## src/rtl/merge_nx1_arbiter_seq.sv

```systemverilog
// N-to-1 merge: arbitrates among valid inputs (fixed / round-robin / burst-locked)
// and captures the winner, tagged with its index, in a one-entry back-pressured register.
module merge_nx1_arbiter_seq #(
  parameter int DATA_WIDTH    = 32,
  parameter int NUM_INPUT     = 4,
  parameter int COMMAND_WIDTH = 2,
  parameter int SEL_WIDTH     = $clog2(NUM_INPUT)
) (
  input  logic                            clk,
  input  logic                            rst,
  input  logic [NUM_INPUT-1:0]            i_valid,
  input  logic [NUM_INPUT*DATA_WIDTH-1:0] i_data_bus,
  output logic [NUM_INPUT-1:0]            o_ready,
  input  logic                            i_ready,
  output logic                            o_valid,
  output logic [SEL_WIDTH+DATA_WIDTH-1:0] o_data_bus,
  input  logic                            i_en,
  input  logic [COMMAND_WIDTH-1:0]        i_cmd
);

  typedef enum logic [1:0] {
    MODE_FIXED = 2'd0,
    MODE_RR    = 2'd1,
    MODE_LOCK  = 2'd2
  } mode_t;

  mode_t                  mode;
  logic [SEL_WIDTH-1:0]   rr_ptr;
  logic                   lock_vld;
  logic [SEL_WIDTH-1:0]   lock_idx;

  logic [NUM_INPUT-1:0]   ge_mask;
  logic [NUM_INPUT-1:0]   rr_upper;
  logic [SEL_WIDTH-1:0]   rr_win;
  logic [NUM_INPUT-1:0]   lock_oh;
  logic                   lock_live;
  logic                   lock_hit;
  logic [SEL_WIDTH-1:0]   winner;
  logic [NUM_INPUT-1:0]   grant_oh;
  logic [DATA_WIDTH-1:0]  win_word;
  logic [SEL_WIDTH-1:0]   next_ptr;
  logic                   load_opp;
  logic                   load;

  function automatic logic [SEL_WIDTH-1:0] lowest_idx(input logic [NUM_INPUT-1:0] v);
    lowest_idx = '0;
    for (int k = NUM_INPUT - 1; k >= 0; k--)
      if (v[k]) lowest_idx = SEL_WIDTH'(k);
  endfunction

  function automatic logic [NUM_INPUT-1:0] to_onehot(input logic [SEL_WIDTH-1:0] idx);
    to_onehot = '0;
    for (int k = 0; k < NUM_INPUT; k++)
      to_onehot[k] = (idx == SEL_WIDTH'(k));
  endfunction

  // Unlisted command codes fall back to fixed priority.
  always_comb begin
    mode = MODE_FIXED;
    if (i_cmd == COMMAND_WIDTH'(1))      mode = MODE_RR;
    else if (i_cmd == COMMAND_WIDTH'(2)) mode = MODE_LOCK;
  end

  // Wrapping search from rr_ptr: prefer channels at or above the pointer, else wrap to the lowest.
  always_comb begin
    ge_mask = '0;
    for (int k = 0; k < NUM_INPUT; k++)
      ge_mask[k] = (SEL_WIDTH'(k) >= rr_ptr);
  end

  assign rr_upper  = i_valid & ge_mask;
  assign rr_win    = (|rr_upper) ? lowest_idx(rr_upper) : lowest_idx(i_valid);
  assign lock_oh   = to_onehot(lock_idx);
  assign lock_live = |(i_valid & lock_oh);
  assign lock_hit  = lock_vld & lock_live;

  always_comb begin
    winner = lowest_idx(i_valid);
    case (mode)
      MODE_RR:   winner = rr_win;
      MODE_LOCK: winner = lock_hit ? lock_idx : rr_win;
      default:   winner = lowest_idx(i_valid);
    endcase
  end

  assign grant_oh = to_onehot(winner);
  assign load_opp = ~rst & i_en & (~o_valid | i_ready);
  assign load     = load_opp & (|i_valid);
  assign o_ready  = load ? grant_oh : '0;
  assign next_ptr = (winner == SEL_WIDTH'(NUM_INPUT - 1)) ? '0 : winner + SEL_WIDTH'(1);

  always_comb begin
    win_word = '0;
    for (int k = 0; k < NUM_INPUT; k++)
      if (grant_oh[k]) win_word = i_data_bus[k*DATA_WIDTH +: DATA_WIDTH];
  end

  always_ff @(posedge clk) begin
    if (rst) begin
      o_valid    <= 1'b0;
      o_data_bus <= '0;
      rr_ptr     <= '0;
      lock_vld   <= 1'b0;
      lock_idx   <= '0;
    end else begin
      if (load) begin
        o_valid    <= 1'b1;
        o_data_bus <= {winner, win_word};
      end else if (o_valid && i_ready) begin
        o_valid    <= 1'b0;
      end

      if (load && mode != MODE_FIXED)
        rr_ptr <= next_ptr;

      // A fresh lock takes precedence over releasing the stale one.
      if (mode != MODE_LOCK) begin
        lock_vld <= 1'b0;
      end else if (load && !lock_hit) begin
        lock_vld <= 1'b1;
        lock_idx <= winner;
      end else if (load_opp && !lock_live) begin
        lock_vld <= 1'b0;
      end
    end
  end

endmodule

```

## config.mk

```make
export PLATFORM = sky130hd
export DESIGN_NAME = merge_nx1_arbiter_seq
export DESIGN_NICKNAME = d
export VERILOG_FILES = /design/src/rtl/merge_nx1_arbiter_seq.sv
export SDC_FILE = /design/constraint.sdc
export NUM_CORES = 1
export LEC_CHECK = 0
export ABC_AREA = 1
export ABC_CLOCK_PERIOD_IN_PS = 2950
export BUFFER_PORTS_ARGS = -buffer_cell sky130_fd_sc_hd__buf_2
export CORE_UTILIZATION = 44
export CTS_BUF_LIST = sky130_fd_sc_hd__clkbuf_8
export DETAILED_ROUTE_END_ITERATION = 6
export GPL_ROUTABILITY_DRIVEN = 0
export PLACE_DENSITY = 0.89
export SYNTH_ARGS = -nofsm -noshare
export SYNTH_HDL_FRONTEND = slang
export SYNTH_SLANG_ARGS = --single-unit
```

## constraint.sdc

```tcl
create_clock -name clk -period 2.95 [get_ports clk]
set_input_delay 0.295 -clock clk [delete_from_list [all_inputs] [get_ports clk]]
set_output_delay 0.295 -clock clk [all_outputs]
set_load 0.01 [all_outputs]
```

==> impl_metrics.tcl <==
set metrics [dict create \
    min_period_over_period 0.9156 \
    numCtsBuffers 5 \
    status "finished, final reports clean" \
    netlist_top_cells_area "dfxtp_1 (30%), nand2_1 (13%), a21oi_1 (13%), o211ai_1 (8.9%), inv_1 (7.8%)" \
    worstHoldPathCells 2 \
    rows 28 \
    ir_drop_uv 280.2 \
    dp_hpwl_mm 6.047 \
    tns_ns 0 \
    drive_gt1_frac 0.3423 \
    diodes 0 \
    place_ws_ns 0.1924 \
    path_class "reg -> out" \
    final_hold_viol_count 0 \
    end_kind "output pin" \
    via_per_inst 5.210 \
    path_cells "nand2_1, nand2_1, inv_1, a21oi_1, nand3_1, nand2_1, inv_1, nand2_1, nand2_1, inv_1, ha_1, buf_4, inv_1, nor2_1, buf_2" \
    slew_headroom 0.5217 \
    reg2regPathDepth 18 \
    start_util 0.4556 \
    grt_start_max_net_pins 53 \
    crit_slowest_cell "dfxtp_1" \
    clock_path_buffers 2 \
    p_per_area_nw_per_um2 460.0 \
    grt-ovfl-total 0 \
    die_w_um 80.30 \
    rsz0062_at_grt "false" \
    yosysTopAreaCellShare 0.2968 \
    worst-path-stages 15 \
    grt.total_usage 0.2557 \
    antenna_found_initial 0 \
    p_leak_nw 2.153 \
    synth-seq-cells 40 \
    min_path_type "in -> reg" \
    critPathBufInv 6 \
    critical_path.most_common_cell "nand2_1" \
    area_growth_pct 38.87 \
    vias 3480 \
    nNetsFinal 736 \
    clock-root-buffer "clkbuf_8" \
    final_core_util 0.6327 \
    fmax_ghz 0.3702 \
    skew_ns 0.007222 \
    setup_viol 0 \
    yosysSeqAreaShare 0.2968 \
    post-place-cells 657 \
    ys_types 22 \
    path_clk_slew_ns 0.08 \
    finalHoldWorstSlack_ns 0.2003 \
    yosysTopAreaCell "dfxtp_1" \
    dieArea_um2 6448 \
    grt_pass1_vias 2994 \
    wire_per_inst_um 12.87 \
    cts_tree "yes" \
    period_minus_slack_ns 2.701 \
    pin_count 177 \
    first_iter_violations 196 \
    cts.sinks 40 \
    ys.warnings.count 0 \
    dr.pass1.iters 6 \
    fin_ws_ns 0.2491 \
    drc 0 \
    worst_pin_slew_ns 0.7164 \
    port_buffers 176 \
    grt_pass1_wl_mm 12.98 \
    synth_nets 574 \
    clkLatencyLatePin_ns 0.29 \
    final_cells 668 \
    synth_area_um2 2698 \
    crit_required_ns 2.65 \
    drt_wl_total_mm 8.594 \
    ant_nets 0 \
    syn_avg_cell_area_um2 6.273 \
    fillCellCount 576 \
    crit_family "buffers and inverters" \
    syn_inst 430 \
    max_stage_delay_ns 0.38 \
    crit_arrival_ns 2.41 \
    design.core.area_um2 5921 \
    fp.dieH_um 80.30 \
    finalMaxSlewViolations 0 \
    ctsHtreeMaxLevel 2 \
    cap_violations 0 \
    crit_fanout 16 \
    start_kind "register" \
]
-- cells in the final DEF, fill, tap and decap left out, drive strengths merged --
| cell | n |
|---|---|
| bufinv | 1 |
| a21oi | 72 |
| inv | 57 |
| clkbuf | 7 |
| clkinvlp | 2 |
| nor3 | 1 |
| nand2 | 95 |
| nor2 | 9 |
| dfxtp | 40 |
| ha | 6 |
| a211oi | 1 |
| nand3 | 12 |
| o211ai | 32 |
| buf | 186 |
| o21ai | 72 |
-- state kept, by name, indices dropped and copies added (netlist names) --
signal / flops
rr_ptr: 2
lock_vld: 1
lock_idx: 2
o_valid: 1
o_data_bus: 34
-- synthesized netlist by cell type --
master and instances:
nand3_1 11, nor2_4 1, a211oi_1 1, o21ai_0 41, dfxtp_1 40, nor2_2 1
inv_2 2, ha_1 6, buf_6 2, buf_4 1, o21ai_1 31, a21oi_4 1
a21oi_1 71, inv_1 56, nor3_1 1, buf_2 12, buf_1 1, nor2_1 7
o211ai_1 32, nand2_1 95, clkbuf_1 16, nand3_2 1
-- timing repair --
action	CTS	global route
buffers inserted	0	2
hold buffers	0	0
resized for setup	0	2
setup endpoints to repair	0	33
-- routing by layer --
layer,vias to the layer above,part of all wire,wire (um),GRT usage
li1,1758,-,-,-
met1,1544,0.41,3517,0.2733
met2,165,0.50,4305,0.5009
met3,13,0.076,653,0.05682
met4,0,0.014,118,0.06071
met5,-,0,0,0
-- report_power, final --
| part | switching, mW | internal (mW) | total, mW |
|---|---|---|---|
| clock network | 0.186 | 0.298 | 0.485 |
| registers | 0.0237 | 0.582 | 0.606 |
| logic | 0.376 | 0.257 | 0.633 |
-- logic make-up (layout without fill, tap and decap cells) --
group | after synthesis | in the layout | share of synthesized area
compound gates | 177 | 177 | 0.3632
fa+ha+maj | 6 | 6 | 0.02783
buf+inv | 90 | 253 | 0.1378
flops | 40 | 40 | 0.2968
simple gates | 117 | 117 | 0.1744
-- metrics by stage --
step,instance area [um^2],power [mW]
2_1_floorplan,2698,1.006
3_3_place_gp,3593,1.209
3_5_place_dp,3593,1.230
4_1_cts,3720,1.722
5_1_grt,3746,1.848
6_report,3746,1.723
-- final timing paths --
check,end,start,slack [ns]
worst max register to register,o_data_bus[3],lock_idx[0],0.33
worst min-delay path,lock_vld,rst,0.20
worst min register to register,o_data_bus[20],o_data_bus[20],0.49
worst max-delay path,o_ready[1],rr_ptr[0],0.25
-- cell type report --
| class | count | area [um^2] | area share |
|---|---|---|---|
| tap | 75 | 93.84 | 0.02505 |
| clock inverter | 1 | 30.03 | 0.008016 |
| clock buffer | 7 | 96.34 | 0.02572 |
| sequential | 40 | 800.8 | 0.2138 |
| multi-input combinational | 300 | 1528 | 0.4078 |
| inverter | 58 | 221.5 | 0.05912 |
| timing repair buffer | 186 | 968.4 | 0.2585 |
| timing repair inverter | 1 | 7.507 | 0.002004 |
Note: power is estimated with default switching activity, not from simulation.
